===== src/rtl/fifo_serializer.sv =====
// ============================================================================
// Module      : fifo_serializer
// Description : Pops words from a first-word fall-through FIFO read port and
//               shifts each one out as a serial frame: a start bit (0), data
//               LSB first, an optional even-parity bit, and STOP_BITS stop
//               bits (1). Runs entirely in the FIFO read-clock domain.
//
// Parameters  : DATA_W       - word width (must match the FIFO word width)
//               CLKS_PER_BIT - clock cycles per serial bit (>= 1)
//               STOP_BITS    - number of stop bits (1 or 2)
// Macro       : SER_PARITY_EN - when defined, an even-parity bit is inserted
//               between the last data bit and the stop bit(s).
//
// Ports       : i_clk        - clock (FIFO read clock)
//               i_rst        - synchronous active-high reset
//               i_en         - allows a new frame to start
//               i_rdata      - FIFO head word, valid while i_rempty = 0
//               i_rempty     - FIFO empty flag
//               o_rr         - FIFO read request, one pulse per word
//               o_tx         - serial line, idles high
//               o_busy       - high while a frame is in flight
//               o_frame_done - pulse on the last cycle of the last stop bit
//
// Revision    : 1.0 - initial release
// ============================================================================
`default_nettype none

module fifo_serializer #(
   parameter int DATA_W       = 32,
   parameter int CLKS_PER_BIT = 4,
   parameter int STOP_BITS    = 1
) (
   input  logic              i_clk,
   input  logic              i_rst,
   input  logic              i_en,
   input  logic [DATA_W-1:0] i_rdata,
   input  logic              i_rempty,
   output logic              o_rr,
   output logic              o_tx,
   output logic              o_busy,
   output logic              o_frame_done
);

   localparam int BAUD_W = (CLKS_PER_BIT > 1) ? $clog2(CLKS_PER_BIT) : 1;
   localparam int BIT_W  = (DATA_W > 1) ? $clog2(DATA_W) : 1;

   localparam logic [BAUD_W-1:0] c_BAUD_LAST = BAUD_W'(CLKS_PER_BIT - 1);
   localparam logic [BIT_W-1:0]  c_BIT_LAST  = BIT_W'(DATA_W - 1);
   localparam logic [BIT_W-1:0]  c_STOP_LAST = BIT_W'(STOP_BITS - 1);

   typedef enum logic [2:0] {
      ST_IDLE   = 3'd0,
      ST_START  = 3'd1,
      ST_DATA   = 3'd2,
`ifdef SER_PARITY_EN
      ST_PARITY = 3'd3,
`endif
      ST_STOP   = 3'd4
   } state_t;

   state_t              state_q, state_d;
   logic [BAUD_W-1:0]   baud_q, baud_d;
   // Counts data bits in DATA, and is reused to count stop bits in STOP.
   logic [BIT_W-1:0]    bit_q, bit_d;
   logic [DATA_W-1:0]   shift_q, shift_d;
   logic                tx_q, tx_d;
   logic                busy_q;
   logic                done_q;
   logic                w_baud_last;
   logic                w_stop_end;
   logic                w_pop;
`ifdef SER_PARITY_EN
   logic                parity_q, parity_d;
`endif

   assign w_baud_last = (baud_q == c_BAUD_LAST);
   assign w_stop_end  = (state_q == ST_STOP) && w_baud_last && (bit_q == c_STOP_LAST);

   // Pop from IDLE, or on the final stop cycle so frames run back-to-back.
   assign w_pop = i_en && !i_rempty && !i_rst &&
                  ((state_q == ST_IDLE) || w_stop_end);

   always_comb begin
      state_d  = state_q;
      baud_d   = baud_q;
      bit_d    = bit_q;
      shift_d  = shift_q;
`ifdef SER_PARITY_EN
      parity_d = parity_q;
`endif
      case (state_q)
         ST_IDLE: begin
            if (w_pop) begin
               state_d  = ST_START;
               baud_d   = '0;
               bit_d    = '0;
               shift_d  = i_rdata;
`ifdef SER_PARITY_EN
               parity_d = ^i_rdata;
`endif
            end
         end
         ST_START: begin
            if (w_baud_last) begin
               state_d = ST_DATA;
               baud_d  = '0;
            end else begin
               baud_d  = baud_q + BAUD_W'(1);
            end
         end
         ST_DATA: begin
            if (w_baud_last) begin
               baud_d  = '0;
               shift_d = {1'b0, shift_q[DATA_W-1:1]};
               if (bit_q == c_BIT_LAST) begin
                  bit_d   = '0;
`ifdef SER_PARITY_EN
                  state_d = ST_PARITY;
`else
                  state_d = ST_STOP;
`endif
               end else begin
                  bit_d   = bit_q + BIT_W'(1);
               end
            end else begin
               baud_d = baud_q + BAUD_W'(1);
            end
         end
`ifdef SER_PARITY_EN
         ST_PARITY: begin
            if (w_baud_last) begin
               state_d = ST_STOP;
               baud_d  = '0;
            end else begin
               baud_d  = baud_q + BAUD_W'(1);
            end
         end
`endif
         ST_STOP: begin
            if (w_baud_last) begin
               baud_d = '0;
               if (bit_q == c_STOP_LAST) begin
                  bit_d = '0;
                  if (w_pop) begin
                     state_d  = ST_START;
                     shift_d  = i_rdata;
`ifdef SER_PARITY_EN
                     parity_d = ^i_rdata;
`endif
                  end else begin
                     state_d  = ST_IDLE;
                  end
               end else begin
                  bit_d = bit_q + BIT_W'(1);
               end
            end else begin
               baud_d = baud_q + BAUD_W'(1);
            end
         end
         default: begin
            state_d = ST_IDLE;
            baud_d  = '0;
            bit_d   = '0;
         end
      endcase

      // Line value is decoded from the next state so it is registered and
      // changes on the same edge as the state itself.
      case (state_d)
         ST_START:  tx_d = 1'b0;
         ST_DATA:   tx_d = shift_d[0];
`ifdef SER_PARITY_EN
         ST_PARITY: tx_d = parity_d;
`endif
         default:   tx_d = 1'b1;
      endcase
   end

   always_ff @(posedge i_clk) begin
      if (i_rst) begin
         state_q  <= ST_IDLE;
         baud_q   <= '0;
         bit_q    <= '0;
         shift_q  <= '0;
         tx_q     <= 1'b1;
         busy_q   <= 1'b0;
         done_q   <= 1'b0;
`ifdef SER_PARITY_EN
         parity_q <= 1'b0;
`endif
      end else begin
         state_q  <= state_d;
         baud_q   <= baud_d;
         bit_q    <= bit_d;
         shift_q  <= shift_d;
         tx_q     <= tx_d;
         busy_q   <= (state_d != ST_IDLE);
         done_q   <= (state_d == ST_STOP) && (baud_d == c_BAUD_LAST) &&
                     (bit_d == c_STOP_LAST);
`ifdef SER_PARITY_EN
         parity_q <= parity_d;
`endif
      end
   end

   assign o_rr         = w_pop;
   assign o_tx         = tx_q;
   assign o_busy       = busy_q;
   assign o_frame_done = done_q;

endmodule

`default_nettype wire


===== config.mk =====
export PLATFORM = sky130hd
export DESIGN_NAME = fifo_serializer
export DESIGN_NICKNAME = d
export VERILOG_FILES = /design/src/rtl/fifo_serializer.sv
export SDC_FILE = /design/constraint.sdc
export NUM_CORES = 1
export LEC_CHECK = 0
export ABC_AREA = 1
export ABC_CLOCK_PERIOD_IN_PS = 2900
export BUFFER_PORTS_ARGS = -buffer_cell sky130_fd_sc_hd__buf_4
export CORE_UTILIZATION = 25
export CTS_BUF_LIST = sky130_fd_sc_hd__clkbuf_4 sky130_fd_sc_hd__clkbuf_8 sky130_fd_sc_hd__clkbuf_16
export DETAILED_ROUTE_END_ITERATION = 12
export GPL_ROUTABILITY_DRIVEN = 0
export PLACE_DENSITY = 0.46
export SLEW_MARGIN = 5
export SYNTH_ARGS = -nofsm -noshare
export SYNTH_HDL_FRONTEND = slang
export SYNTH_SLANG_ARGS = --single-unit

===== constraint.sdc =====
create_clock -name i_clk -period 2.9 [get_ports i_clk]
set_input_delay 0.29 -clock i_clk [delete_from_list [all_inputs] [get_ports i_clk]]
set_output_delay 0.29 -clock i_clk [all_outputs]
set_load 0.05 [all_outputs]

==> Word-level counts from Yosys, hierarchy flattened <==
Index checks and enable logic that the tools add are counted.
{ "classes": {"n_addsub": 2, "n_eq_ne": 12, "n_mux": 23, "n_reduce_logical": 17} }
{ "ops": {"columns": ["cell", "n"], "rows": [
  ["32-bit 2-to-1 mux", 4],
  ["32-bit case mux with 3 select lines", 1],
  ["5-bit 2-to-1 mux", 5],
  ["5-bit case mux with 4 select lines", 1],
  ["3-bit 2-to-1 mux", 6],
  ["3-bit case mux with 4 select lines", 1],
  ["5-bit logical NOT", 2],
  ["1-bit logical AND", 7],
  ["3-bit by 1-bit equality test with 1-bit output, second input constant", 2],
  ["3-bit by 2-bit equality test with 1-bit output, second input constant", 2],
  ["3-bit equality test, second input constant", 2],
  ["3-bit nonzero test", 2],
  ["5-bit by 1-bit adder with 5-bit output, second input constant", 1],
  ["5-bit equality test, second input constant", 1],
  ["2-bit equality test, second input constant", 2],
  ["2-bit 2-to-1 mux", 2],
  ["2-bit inequality test, second input constant", 2],
  ["2-bit case mux with 2 select lines", 1],
  ["4-bit AND reduction", 1],
  ["3-bit logical NOT", 1],
  ["3-bit OR reduction", 1],
  ["2-bit by 1-bit adder with 2-bit output, second input constant", 1],
  ["1-bit logical NOT", 2],
  ["2-bit by 1-bit inequality test with 1-bit output, second input constant", 1],
  ["3 further kinds", 3]
]} }
{ "word_totals": {"register_bits": 45, "out_inout_bits": 4, "wordCells": 62} }

==> Logic depth before layout (Yosys ltp) <==
{ "depth": {"ltp_word": 12, "ltp_mapped": 12} }

==> Worst setup path after synthesis <==
No wires, ideal clock.
{ "synth_timing": {"path_type": "register to output", "startpoint": "register bit_q[0]", "endpoint": "output port o_rr", "arrival_time_ps": 1295, "path_slack_ps": 1315, "stages_incl_launch_ff": 10, "path_cell_list": "dfxtp_1 > inv_1 > ha_1 > inv_1 > nor2_1 > nand3_1 > nand2_1 > nand2_2 > nor2_4 > buf_4"} }
{ "synth_via": {"elab_chain_cells": 4} }
{ "synth_lines": {"columns": ["element", "line_no", "source"], "rows": [
  ["from (decl)", "64", "logic [BIT_W-1:0] bit_q, bit_d;"],
  ["from (signal assigned)", "194", "bit_q <= bit_d;"],
  ["5-bit logical NOT", "77", "assign w_stop_end = (state_q == ST_STOP) && w_baud_last && (bit_q == c_STOP_LAST);"],
  ["1-bit logical AND", "77", null],
  ["1-bit logical OR", "81", "((state_q == ST_IDLE) || w_stop_end);"],
  ["1-bit logical AND", "80", "assign w_pop = i_en && !i_rempty && !i_rst &&"],
  ["to (decl)", "38", "output logic o_rr,"]
]} }
Every way passes these cells.

==> Final worst setup path <==
Ends and elaborated chain as after synthesis.

==> run summary <==
endpoints failing hold: 0
Gate power share: 11.0%
Worst slew margin: 42.6%
# resized after CTS: 0
critical path class: reg -> out
status: finished clean
HP Class: in -> reg
CP Data Required Time: 2610 ps
post-CTS setup repair buffer count: 0
DP HPWL: 3990 um
Post-DRT Antenna Nets: 0
syn_area_per_cell: 6.83 um2
Yosys top cell area share: 40.2%
max-slew violations: 0
Main synth FF type: dfxtp_1
RSZ-0062 raised after global routing: false
EDFF count, synth: 0
die span in x: 96.7 um
post-synthesis mux area share: 0%
Simple-Gate Fraction of Synth Area: 35.1%
synthesized area: 2240 um2
syn_nets: 368
clock network power share: 34.9%
first-pass GRT wire length: 10000 um
multi-input logic area: 1140 um2
Die Ht: 96.7 um
Slowest-stage cell, CP: nor2_4
Clock Pin Slew Worst Setup and Hold Paths: 90 ps
Sw Share: 25.6%
register area: 901 um2
layout cells sized above 1: 17.7%
biggest area consumer among synthesized cells: dfxtp_1
synth cell count leaders: nand2_1, dfxtp_1, nand3_1, a31oi_1, inv_1
DRC viols: 0
Post-Synth XOR/XNOR Area: 0%
Post-Synth Adder-Cell Area: 2.23%
Initial Util: 25.8%
TritonCTS buffer count: 5
Warnings, synthesis: 0
cts hold-fix bufs: 0
Worst EP arrival: 2110 ps
VDD IR-drop max: 0.000178 V
setup slack, reg-to-reg: 570 ps
Worst path max stage delay: 450 ps
LEAKAGE: 1.08 nW
sequential area share after synthesis: 40.2%
Finished Layout Cells: 469
H-tree levels: 2
#FFs+latches synth: 45
CP startpoint kind: flop
Core Area: 8680 um2
pwr dens: 443 nW/um2
Post-Route WL: 5880 um
I/O pin count: 40
IO Port Bufs: 39
Fill cells: 987
synth unique cells: 25
vias in the first global route: 2065
Most common cell on crit path: inv_1
fin crit share: 82.9%
pre-CTS setup slack: 573 ps
top cells by area, synth: dfxtp_1, nand2_1, nand3_1
vias post-DR: 2165
pin count of the biggest net entering global routing: 42
Clock Tree Buf Depth: 2
min cycle time layout: 2400 ps
most common cell in the netlist: nand2_1
crit-path max FO: 23
largest family of logic cells by synthesized area: simple AND/OR/NAND/NOR gates
DRT Pass-1 Iters: 4
cells after synthesis: 328
crit end category: primary output
Area Overhead vs Synth: 20.1%
sw power: 306 uW
clock root buffer: clkbuf_8
Synth Area in Compound Gates: 13.6%
Fmax: 0.416 GHz
CTS Sinks: 45
clock skew: 5.27 ps
gr ovfl total: 0
All-Layer GR Usage: 13.0%
Clock Latency Late Sink: 300 ps
Final nets: 400
Sequential Power Share: 54.1%
Max Cap Viol: 0
post-DR wirelength/cell: 12.5 um
setup ws final: 496 ps
internal power: 887 uW
n_diodes: 0
CTS tree: done
initial DRC count: 147
Post-Route Setup TNS: 0 ps
die area: 9340 um2
CP Cell Sequence: inv_1 > ha_1 > inv_1 > nor2_1 > nand3_1 > nand2_1 > nand2_2 > nor2_4 > buf_4
Finish-stage setup viols: 0
initial antenna violation count: 0
number of vias per cell: 4.62
asr flop ratio synth: 0%
Inst Count DP: 461
Worst-Margin Slew: 861 ps
row count: 34
path summary, 6_finish.rpt:
kind                             startpoint          end  cells after the start
worst min-delay path            i_rdata[14]  shift_q[14]                      3
worst max-delay path               bit_q[0]         o_rr                      9
worst max register to register     bit_q[0]   shift_q[1]                     11
worst min register to register  shift_q[31]  shift_q[31]                      2
layout make-up:
cell class | instances | area share (%)
well taps | 108 | 5.02
flip-flops and latches | 45 | 33.5
inverters | 25 | 3.49
repair buffers | 43 | 12.0
multi-input cells | 240 | 42.4
clock buffers | 6 | 3.07
clock inverters | 2 | 0.512
worst max-delay path: cells and delay by family (launching register included):
| family | cells | cell delay [ps] |
|---|---|---|
| buffers and inverters | 3 | 430 |
| adders and majority gates | 1 | 150 |
| DFF | 1 | 360 |
| and+or+nand+nor | 5 | 870 |
logic make-up after synthesis:
kind of cell | count (synthesis)
AND/OR/NAND/NOR | 185
AO/OA/AOI/OAI | 51
buffers and inverters | 43
flip-flops | 45
adder cells (fa/ha/maj) | 4
cells in the final DEF, fill, tap and decap left out:
cell and n:
a21oi_1 9, a21oi_2 1, a22oi_1 1, a31oi_1 29, buf_4 43, clkbuf_8 6
clkinv_2 1, clkinv_4 1, dfxtp_1 45, ha_1 4, inv_1 23, inv_2 2
nand2_1 114, nand2_2 5, nand3_1 41, nor2_1 18, nor2_2 1, nor2_4 2
nor3_1 3, nor3_2 1, o211ai_1 1, o21ai_0 7, o21ai_1 1, o21ai_2 1
o22ai_1 1
flip-flops by register name, summed over array words and instances, names as in the netlist:
| name | flops |
|---|---|
| shift_q | 32 |
| bit_q | 5 |
| state_q | 3 |
| baud_q | 2 |
| o_busy | 1 |
| o_frame_done | 1 |
| o_tx | 1 |
metrics by stage:
stage	hold WS, ps	area, um2	utilization [%]	total power, mW
5_1_grt	247	2690	31.0	1.26
6_report	261	2690	31.0	1.19
3_3_place_gp	444	2590	29.9	0.792
4_1_cts	253	2690	31.0	1.21
2_1_floorplan	428	2240	-	0.736
3_5_place_dp	450	2590	29.9	0.793
power by group through the flow:
stage | clock network, mW | registers (mW) | logic [mW]
final | 0.416 | 0.646 | 0.131
after global routing | 0.462 | 0.649 | 0.146
after CTS | 0.434 | 0.646 | 0.133
after detailed placement | 0 | 0.660 | 0.133
after global placement | 0 | 0.660 | 0.132
after floorplan | 0 | 0.663 | 0.0730
metal layers:
metal / share of wire [%] / routed length, um / global-route usage, % / vias to the layer above
li1: - / - / - / 1141
met1: 53 / 3090 / 19.4 / 960
met2: 42 / 2440 / 18.7 / 58
met3: 4.6 / 273 / 2.38 / 6
met4: 1.2 / 68 / 4.48 / 0
met5: 0 / 0 / 0 / -
Note: power is estimated with default switching activity, not from simulation.
